<file path="src/rtl/riscv_m_pkg.sv">
// riscv_m_pkg
// Shared definitions for the M-extension multiply/divide unit: funct3 op
// encodings, the MDU state type and small decode helpers used by the top
// level to classify an incoming operation.
package riscv_m_pkg;

  localparam logic [2:0] M_MUL    = 3'b000;
  localparam logic [2:0] M_MULH   = 3'b001;
  localparam logic [2:0] M_MULHSU = 3'b010;
  localparam logic [2:0] M_MULHU  = 3'b011;
  localparam logic [2:0] M_DIV    = 3'b100;
  localparam logic [2:0] M_DIVU   = 3'b101;
  localparam logic [2:0] M_REM    = 3'b110;
  localparam logic [2:0] M_REMU   = 3'b111;

  typedef enum logic [1:0] {
    IDLE,
    CALC,
    DONE
  } mdu_state_t;

  // All divide/remainder ops share funct3[2] = 1.
  function automatic logic is_div(input logic [2:0] f3);
    return f3[2];
  endfunction

  // rs1 is treated as two's complement for these ops.
  function automatic logic is_signed_a(input logic [2:0] f3);
    return (f3 == M_MUL) || (f3 == M_MULH) || (f3 == M_MULHSU) ||
           (f3 == M_DIV) || (f3 == M_REM);
  endfunction

  // rs2 is treated as two's complement for these ops (MULHSU excluded).
  function automatic logic is_signed_b(input logic [2:0] f3);
    return (f3 == M_MUL) || (f3 == M_MULH) || (f3 == M_DIV) || (f3 == M_REM);
  endfunction

endpackage

</file>
<file path="src/rtl/riscv_mdu_step.sv">
// mdu_step
// Combinational datapath slice retiring BITS_PER_CYCLE bits per call.
//   isDiv    : 1 = restoring shift-subtract, 0 = shift-add multiply
//   accIn    : multiply {partial product high, multiplier}; divide low half
//              holds dividend bits shifting out / quotient bits shifting in
//   remIn    : divide partial remainder (XLEN+1 bits)
//   operand  : multiplicand magnitude (multiply) or divisor magnitude (divide)
//   accOut/remOut : values after BITS_PER_CYCLE steps
module mdu_step #(
  parameter int XLEN           = 32,
  parameter int BITS_PER_CYCLE = 1
) (
  input  logic                isDiv,
  input  logic [2*XLEN-1:0]   accIn,
  input  logic [XLEN:0]       remIn,
  input  logic [XLEN-1:0]     operand,
  output logic [2*XLEN-1:0]   accOut,
  output logic [XLEN:0]       remOut
);

  logic [2*XLEN-1:0] a;
  logic [XLEN:0]     r;
  logic [XLEN+1:0]   sh;
  logic [XLEN+1:0]   diff;
  logic [XLEN:0]     sum;

  // Unrolled chain of single-bit steps. Divide: bring the next dividend bit
  // into the remainder, keep the subtraction only when it does not go
  // negative. Multiply: conditionally add the multiplicand into the high half
  // and shift the whole accumulator right, consuming one multiplier bit.
  always_comb begin
    a    = accIn;
    r    = remIn;
    sh   = '0;
    diff = '0;
    sum  = '0;
    for (int i = 0; i < BITS_PER_CYCLE; i++) begin
      if (isDiv) begin
        sh   = {r, a[XLEN-1]};
        diff = sh - {2'b00, operand};
        if (!diff[XLEN+1]) begin
          r              = diff[XLEN:0];
          a[XLEN-1:0]    = {a[XLEN-2:0], 1'b1};
        end else begin
          r              = sh[XLEN:0];
          a[XLEN-1:0]    = {a[XLEN-2:0], 1'b0};
        end
      end else begin
        sum = {1'b0, a[2*XLEN-1:XLEN]} + (a[0] ? {1'b0, operand} : {(XLEN+1){1'b0}});
        a   = {sum, a[XLEN-1:1]};
      end
    end
    accOut = a;
    remOut = r;
  end

endmodule

</file>
<file path="src/rtl/riscv_mdu.sv">
// riscv_mdu
// Iterative RV32M/RV64M multiply/divide unit. Accepts one op from Execute,
// stalls the front end via MulBusy while iterating, then pulses MulDone for
// one cycle with the result and destination tag.
//   clk, reset (sync, active-high)
//   StartE, funct3E, SrcAE, SrcBE, RdE : issue request from Execute
//   Flush                              : abort in-flight / pending op
//   MulBusy                            : stall request to hazard unit
//   MulDone, MulResult, MulRd          : result pulse (zero outside DONE)
module riscv_mdu
  import riscv_m_pkg::*;
#(
  parameter int XLEN           = 32,
  parameter int BITS_PER_CYCLE = 1
) (
  input  logic            clk,
  input  logic            reset,
  input  logic            StartE,
  input  logic [2:0]      funct3E,
  input  logic [XLEN-1:0] SrcAE,
  input  logic [XLEN-1:0] SrcBE,
  input  logic [4:0]      RdE,
  input  logic            Flush,
  output logic            MulBusy,
  output logic            MulDone,
  output logic [XLEN-1:0] MulResult,
  output logic [4:0]      MulRd
);

  localparam int N  = XLEN / BITS_PER_CYCLE;
  localparam int CW = $clog2(N);

  mdu_state_t        state, nextState;
  logic [CW-1:0]     count;
  logic [2*XLEN-1:0] acc, stepAcc;
  logic [XLEN:0]     rem, stepRem;
  logic [XLEN-1:0]   operand;
  logic [2:0]        funct3Q;
  logic [4:0]        rdQ;
  logic              negRes;

  logic              accept, signA, signB, divZero, divOvf, fastPath, lastIter;
  logic              divOpE, divQ, doneValid, negResE;
  logic [XLEN-1:0]   magA, magB;
  logic [2*XLEN-1:0] prodFix;
  logic [XLEN-1:0]   quotFix, remFix, resultMux;

  // Issue-side decode: magnitudes, result sign, and the divide corner cases
  // that skip iteration entirely.
  assign divOpE   = is_div(funct3E);
  assign signA    = is_signed_a(funct3E) & SrcAE[XLEN-1];
  assign signB    = is_signed_b(funct3E) & SrcBE[XLEN-1];
  assign magA     = signA ? -SrcAE : SrcAE;
  assign magB     = signB ? -SrcBE : SrcBE;
  assign negResE  = (funct3E == M_REM) ? signA : (signA ^ signB);
  assign divZero  = divOpE && (SrcBE == '0);
  assign divOvf   = divOpE && is_signed_a(funct3E) &&
                    (SrcAE == {1'b1, {(XLEN-1){1'b0}}}) && (SrcBE == '1);
  assign fastPath = divZero || divOvf;
  assign accept   = (state == IDLE) && StartE && !Flush;
  assign lastIter = (count == CW'(N - 1));
  assign divQ     = is_div(funct3Q);

  // State register.
  always_ff @(posedge clk) begin
    if (reset) state <= IDLE;
    else       state <= nextState;
  end

  // Next state and handshake outputs. MulBusy is combinational in the issue
  // cycle so the pipeline stalls immediately. A Flush arriving in DONE
  // suppresses the pulse for the aborted op.
  always_comb begin
    nextState = state;
    MulBusy   = 1'b0;
    doneValid = 1'b0;
    case (state)
      IDLE: begin
        MulBusy = accept;
        if (accept) nextState = fastPath ? DONE : CALC;
      end
      CALC: begin
        MulBusy = 1'b1;
        if (Flush)         nextState = IDLE;
        else if (lastIter) nextState = DONE;
      end
      DONE: begin
        doneValid = !Flush;
        nextState = IDLE;
      end
      default: nextState = IDLE;
    endcase
  end

  // Operand capture and iteration. Fast-path results are preloaded so that
  // the normal result mux (with no sign fix-up) yields the required values.
  always_ff @(posedge clk) begin
    if (reset) begin
      count   <= '0;
      acc     <= '0;
      rem     <= '0;
      operand <= '0;
      funct3Q <= M_MUL;
      rdQ     <= '0;
      negRes  <= 1'b0;
    end else if (accept) begin
      count   <= '0;
      funct3Q <= funct3E;
      rdQ     <= RdE;
      operand <= divOpE ? magB : magA;
      if (divZero) begin
        acc    <= {{XLEN{1'b0}}, {XLEN{1'b1}}};
        rem    <= {1'b0, SrcAE};
        negRes <= 1'b0;
      end else if (divOvf) begin
        acc    <= {{XLEN{1'b0}}, SrcAE};
        rem    <= '0;
        negRes <= 1'b0;
      end else begin
        acc    <= {{XLEN{1'b0}}, divOpE ? magA : magB};
        rem    <= '0;
        negRes <= negResE;
      end
    end else if (state == CALC) begin
      acc   <= stepAcc;
      rem   <= stepRem;
      count <= (Flush || lastIter) ? '0 : count + 1'b1;
    end
  end

  mdu_step #(
    .XLEN          (XLEN),
    .BITS_PER_CYCLE(BITS_PER_CYCLE)
  ) u_step (
    .isDiv  (divQ),
    .accIn  (acc),
    .remIn  (rem),
    .operand(operand),
    .accOut (stepAcc),
    .remOut (stepRem)
  );

  // Sign correction and result selection, gated to zero outside DONE.
  always_comb begin
    prodFix = negRes ? -acc : acc;
    quotFix = negRes ? -acc[XLEN-1:0] : acc[XLEN-1:0];
    remFix  = negRes ? -rem[XLEN-1:0] : rem[XLEN-1:0];
    case (funct3Q)
      M_MUL:                     resultMux = prodFix[XLEN-1:0];
      M_MULH, M_MULHSU, M_MULHU: resultMux = prodFix[2*XLEN-1:XLEN];
      M_DIV, M_DIVU:             resultMux = quotFix;
      default:                   resultMux = remFix;
    endcase
  end

  assign MulDone   = doneValid;
  assign MulResult = doneValid ? resultMux : '0;
  assign MulRd     = doneValid ? rdQ : '0;

endmodule

</file>
<file path="config.mk">
export PLATFORM = sky130hd
export DESIGN_NAME = riscv_mdu
export DESIGN_NICKNAME = d
export VERILOG_FILES = /design/src/rtl/riscv_m_pkg.sv /design/src/rtl/riscv_mdu_step.sv /design/src/rtl/riscv_mdu.sv
export SDC_FILE = /design/constraint.sdc
export NUM_CORES = 1
export LEC_CHECK = 0
export CORE_ASPECT_RATIO = 0.5
export CORE_UTILIZATION = 35
export CTS_CLUSTER_SIZE = 25
export DETAILED_ROUTE_END_ITERATION = 6
export PLACE_DENSITY = 0.51
export SYNTH_ARGS = -nofsm -noshare
export SYNTH_HDL_FRONTEND = slang
export SYNTH_SLANG_ARGS = --single-unit
</file>
<file path="constraint.sdc">
create_clock -name clk -period 4.1 [get_ports clk]
set_clock_uncertainty 0.1 [all_clocks]
set_input_delay 0.82 -clock clk [delete_from_list [all_inputs] [get_ports clk]]
set_output_delay 0.82 -clock clk [all_outputs]
set_load 0.005 [all_outputs]
</file>
==> results.py, run 1 <==
metrics = {
    "routing": {
        "drtIter0Drc": 1787,
        "wire_per_inst_um": 24.17,
        "routed_wl_mm": 65.55,
        "drc": 19,
        "vias_per_cell": 5.932,
        "ant_nets": 0,
        "vias": 16090,
        "dr.pass1.iters": 7,
    },
    "clock_tree": {
        "clock-sinks": 145,
        "htree_levels": 4,
        "cts-root-buf": "clkbuf_16",
        "cts_made_buffers": 17,
        "hold_buffers": 0,
        "clock_latency_ns": 0.47,
        "cts.path.max_buffers": 2,
        "cts_tree": "yes",
        "path_clk_slew_ns": 0.08,
    },
    "worst_hold_path": {
        "hold_path_end": "rdQ[4]",
        "hp-class": "reg -> reg",
        "min_from": "rdQ[4]",
        "hold_depth": 2,
    },
    "timing": {
        "holdWs_ns": 0.3528,
        "slew-limit-headroom_pct": 26.90,
        "setup_ws_ns": -0.1990,
        "min_period_ns": 4.299,
        "tightestPinTransition_ns": 1.093,
        "finalCritPeriodShare_pct": 104.9,
        "rsz0062_at_grt": "true",
        "finalMaxSlewViolations": 0,
        "setup_violations": 10,
        "hold_viol": 0,
        "setup_tns_ns": -1.213,
        "fmax_mhz": 232.6,
    },
    "placed_design": {
        "portBuffers": 114,
        "place_hpwl_mm": 52.05,
        "gp_congestion": 0.9636,
    },
    "layout": {
        "drive_gt1_share_pct": 15.99,
        "nets": 2318,
        "num-fill-cells": 4100,
        "layout_common_cells": "buf_4 (197), nor2_1 (195), nand2_1 (182)",
        "final_common_cell": "buf_4",
        "syn_to_final_growth_pct": 26.93,
        "diodes": 0,
    },
    "run_status": {
        "outcome": "finished, violations left",
        "violations": "DRC, setup timing",
    },
    "critical_path": {
        "cpPeakStageDelay_ns": 0.53,
        "critPathKind": "reg -> out",
        "critPathCaptureType": "primary output",
        "r2r-start": "operand[9]",
        "r2r_end": "rem[7]",
        "crit_fanout": 4,
        "crit_slowest_cell": "or4_4",
        "rrSetupSlack_ns": 0.11,
        "startpoint": "rem[10]",
        "path_cells": "or4_4 -> or3_4 -> or3_4 -> or3_4 -> or2_4 -> o41ai_4 -> xnor2_1 -> a21oi_1 -> o22ai_1 -> buf_2",
        "start_kind": "register",
        "timing.critical_path.mode_cell": "or3_4",
        "cp.arrival_ns": 3.38,
        "reg2reg_depth": 11,
        "cp_data_required_time_ns": 3.18,
    },
    "synthesis": {
        "async_reset_ff_share_pct": 0,
        "syn_area_per_cell_um2": 7.267,
        "syn_nets": 2103,
        "ys.flop_type": "dfxtp_1",
        "synth_edf_count": 0,
        "ys_seq_elements": 145,
        "netlist_area_um2": 14200,
        "synth_cell_types": 83,
        "seq_area_frac_synth_pct": 20.44,
        "syn_inst": 1954,
        "yosys_warnings": 0,
    },
    "floorplanning": {
        "core-area_um2": 39440,
        "row_count": 51,
        "die_height_um": 144.4,
        "start_util_pct": 36.01,
        "pin_count": 115,
        "dieArea_um2": 41430,
        "die_w_um": 286.9,
    },
    "global_routing": {
        "antenna_found_initial": 1,
        "grt_use_total_pct": 31.51,
        "grt-ovfl-total": 0,
        "grt_max_degree": 98,
        "grt_pass1_vias": 14780,
        "grt_pass1_wl_mm": 95.70,
    },
    "pwr": {
        "power_density_nw_per_um2": 279.0,
        "total_leakage_power_nw": 7.125,
        "power_w": 0.005029,
        "vdd_ir_drop_max_uv": 328.6,
    },
    "flow_run": {
        "cap_violations": 0,
    },
}
-- per-layer routing --
metal  share of wire [%]  wire length, um  track usage [%]  up-vias
met5                   0                0                0        -
met4                 2.3             1500            8.371        0
met3                  10             6746            10.50       74
met2                  39            25740            44.15      643
met1                  48            31560            45.18     7726
li1                    -                -                -     7644
-- through the flow --
stage / area (um^2) / setup slack (ns) / std cells / utilization [%]
after floorplan: 14200 / 0.3754 / 1954 / -
after global placement: 17070 / -0.3060 / 2675 / 43.28
after detailed placement: 17070 / -0.2917 / 2675 / 43.28
after CTS: 17820 / -0.3470 / 2707 / 45.20
after global routing: 18020 / -0.2988 / 2712 / 45.70
final: 18020 / -0.1990 / 2712 / 45.70
-- worst max-delay path by stage --
stage | to | slack, ns
final | MulResult[29] | -0.20
after global routing | MulResult[29] | -0.30
after CTS | MulResult[25] | -0.35
after detailed placement | MulResult[31] | -0.29
after global placement | MulResult[31] | -0.31
after floorplan | MulResult[29] | 0.38
-- power by group --
part | leakage, nW | internal, W | switching, W
Sequential | 1.18 | 0.00147 | 0.0000550
Combinational | 5.66 | 0.000725 | 0.00112
Clock | 0.285 | 0.000870 | 0.000789
Total | 7.12 | 0.00306 | 0.00197
-- timing repair --
action,CTS,global route
gates resized for setup,92,67
pin swaps,24,38
hold endpoints to repair,0,0
cloned,0,0
endpoints found under the setup margin,29,31
buffers inserted,1,5
-- sequential cells by signal (all words and copies together) (netlist names) --
signal and cells:
operand 32, acc 64, funct3Q 3, rem 33, state 2, negRes 1, count 5, rdQ 5
-- Yosys cell counts, types with 28 or more instances --
cell type  count  share of area [%]
a22oi_1       40                2.1
inv_1         64                1.7
o31ai_1       40                2.1
o22ai_1       32                1.4
nor2_1       197                5.2
nor3_1        49                1.7
dfxtp_1      145                 20
o21ai_0      124                4.4
mux2i_1       57                4.0
nand2_1      187                4.9
nand3_1       28               0.99
clkbuf_1     103                2.7
a21o_1        29                1.5
ha_1          71                6.3
a211oi_1      30                1.6
a21oi_1      167                5.9
xor2_1        89                5.5
xnor2_1      111                6.8
-- cell families (layout without fill, tap and decap cells) --
logic type / count (synthesis) / in the layout / synth area share [%]
fa+ha+maj: 73 / 73 / 6.538
buf+inv: 188 / 416 / 5.040
flops: 145 / 145 / 20.44
compound gates: 655 / 655 / 30.28
xor+xnor: 200 / 200 / 12.34
simple gates: 629 / 629 / 20.79
mux: 64 / 64 / 4.573
-- final cells by class --
type	instances	area, um^2	area share (%)
inverters	67	251.5	1.395
clock inverters	14	161.4	0.8955
clock buffers	18	429.2	2.381
well taps	530	663.1	3.679
multi-input cells	1621	10960	60.83
repair buffers	317	2646	14.68
flip-flops and latches	145	2908	16.13
-- worst max-delay path: cells and delay by family (launching register included) --
family          cells  cell delay [ns]
compound gates      3             0.45
xor+xnor            1             0.15
simple gates        5             1.85
flops               1             0.32
buf+inv             1             0.14
(Power assumes the default switching activity.)
==> run 2, diff against run 1 <==
Settings changed: SKIP_LAST_GASP set to 1.
==> run 2 against run 1 <==
Net effect:
- the flow finishes with violations (setup timing)
- cell area about the same
- clock-buffer cell count unchanged
- first-iteration DRC count up 9.9%
- critical path depth unchanged
- power about the same
- register-to-register slack better by 0.04 ns
- sequential power about the same
- combinational power about the same
- flip-flop and latch count unchanged
==> results.py, run 2 (synthesis results as in run 1) <==
metrics = {
    "timing": {
        "fmax_mhz": 232.2,
        "setup_violations": 12,
        "finalMaxSlewViolations": 0,
        "min_period_ns": 4.307,
        "finalCritPeriodShare_pct": 105.1,
        "rsz0062_at_grt": "true",
        "holdWs_ns": 0.3527,
        "hold_viol": 0,
        "setup_ws_ns": -0.2074,
        "slew-limit-headroom_pct": 23.15,
        "tightestPinTransition_ns": 1.148,
    },
    "layout": {
        "reg.largest.list": "acc x64, rem x33, operand x32",
        "largest_reg_flops": 64,
        "syn_to_final_growth_pct": 26.92,
        "nets": 2319,
        "final_common_cell": "buf_4",
        "stdcell_area_um2": 18020,
        "fin_util_pct": 45.70,
        "drive_gt1_share_pct": 15.85,
        "largest_register": "acc",
        "diodes": 0,
        "layout_common_cells": "buf_4 (197), nor2_1 (195), nand2_1 (182)",
    },
    "global_routing": {
        "grt_pass1_vias": 14780,
        "grt_use_total_pct": 31.51,
        "grt_pass1_wl_mm": 95.70,
        "antenna_found_initial": 1,
        "grt-ovfl-total": 0,
        "grt_max_degree": 98,
    },
    "clock_tree": {
        "cts-root-buf": "clkbuf_16",
        "cts_made_buffers": 17,
        "htree_levels": 4,
        "cts.path.max_buffers": 2,
        "cts_tree": "yes",
        "clock_latency_ns": 0.48,
        "clock-sinks": 145,
        "path_clk_slew_ns": 0.08,
    },
    "routing": {
        "vias": 16110,
        "ant_nets": 0,
        "drc": 0,
        "dr.pass1.iters": 6,
        "drtIter0Drc": 1964,
        "vias_per_cell": 5.938,
        "wire_per_inst_um": 24.16,
        "routed_wl_mm": 65.55,
    },
    "critical_path": {
        "startpoint": "rem[10]",
        "critPathKind": "reg -> out",
        "cp_data_required_time_ns": 3.18,
        "r2r_end": "rem[7]",
        "rrSetupSlack_ns": 0.15,
        "crit_fanout": 4,
        "cp.arrival_ns": 3.39,
        "start_kind": "register",
        "r2r-start": "operand[9]",
        "critPathCaptureType": "primary output",
        "reg2reg_depth": 11,
    },
    "pwr": {
        "vdd_ir_drop_max_uv": 329.1,
        "p_sw_w": 0.001962,
        "total_leakage_power_nw": 7.083,
        "pwr-share-clk_pct": 33.0,
        "p_sw_share_pct": 39.04,
        "power_frac_comb_pct": 36.7,
        "sequentialPowerShare_pct": 30.3,
        "intPower_w": 0.003064,
        "power_density_nw_per_um2": 278.9,
    },
    "floorplanning": {
        "pin_count": 115,
        "die_height_um": 144.4,
        "dieArea_um2": 41430,
        "die_w_um": 286.9,
        "start_util_pct": 36.01,
        "row_count": 51,
        "core-area_um2": 39440,
    },
    "run_status": {
        "outcome": "finished, violations left",
        "violations": "setup timing",
    },
    "worst_hold_path": {
        "hold_depth": 2,
        "hp-class": "reg -> reg",
        "min_from": "rdQ[4]",
        "hold_path_end": "rdQ[4]",
    },
    "placed_design": {
        "dpl_cell_area_um2": 17070,
        "gp_congestion": 0.9636,
        "portBuffers": 114,
        "place_hpwl_mm": 52.05,
    },
    "flow_run": {
        "cap_violations": 0,
    },
}
-- run 2: final cells by class --
class | instances | area (um^2)
multi-input cells | 1621 | 10950
fillers | 4102 | 21410
repair buffers | 318 | 2659
inverters | 67 | 251.5
clock inverters | 14 | 161.4
well taps | 530 | 663.1
clock buffers | 18 | 429.2
flip-flops and latches | 145 | 2908
-- run 2: worst max-delay path by stage --
stage                                to  slack, ns  depth (start not counted)
after floorplan           MulResult[29]       0.38                          9
after global placement    MulResult[31]      -0.31                         10
after detailed placement  MulResult[31]      -0.29                         10
after CTS                 MulResult[25]      -0.35                         11
after global routing      MulResult[29]      -0.30                         10
final                     MulResult[29]      -0.21                         10
-- run 2: worst max-delay path: stages, from the launching register on --
cell and delay [ns]:
dfxtp_2 0.32, or4_4 0.53, or3_4 0.35, or3_4 0.34, or3_4 0.37, or2_4 0.26, o41ai_4 0.21, xnor2_1 0.15
a21oi_1 0.08, o22ai_1 0.16, buf_2 0.14
-- run 2: per-stage QoR --
step	worst slack, ns	total power (W)	std cells	TNS [ns]
after floorplan	0.3754	0.002541	1954	0
after global placement	-0.3060	0.003257	2675	-0.9025
after detailed placement	-0.2917	0.003253	2675	-0.9098
after CTS	-0.3470	0.004937	2707	-2.780
after global routing	-0.3038	0.005232	2713	-3.393
final	-0.2074	0.005026	2713	-1.281
-- run 2: what timing repair did --
| action | in CTS | in global routing |
|---|---|---|
| gates resized for setup | 89 | 64 |
| pin swaps | 23 | 39 |
| hold buffers | 0 | 0 |
| buffers inserted | 1 | 6 |
| endpoints found under the setup margin | 29 | 31 |
| gates cloned | 0 | 0 |
-- run 2: power groups by stage --
stage	Sequential, W	Clock (W)	Combinational [W]
2_1_floorplan	0.00154	0	0.000997
3_5_place_dp	0.00155	0	0.00170
6_report	0.00152	0.00166	0.00185
3_3_place_gp	0.00155	0	0.00171
4_1_cts	0.00152	0.00167	0.00175
5_1_grt	0.00153	0.00174	0.00197
-- run 2: per-layer routing --
metal  global-route usage [%]  up-vias  part of all wire, %
met4                    8.371        0                  2.4
met1                    45.18     7726                   48
met5                        0        -                    0
met3                    10.50       82                   11
met2                    44.15      657                   39
li1                         -     7644                    -
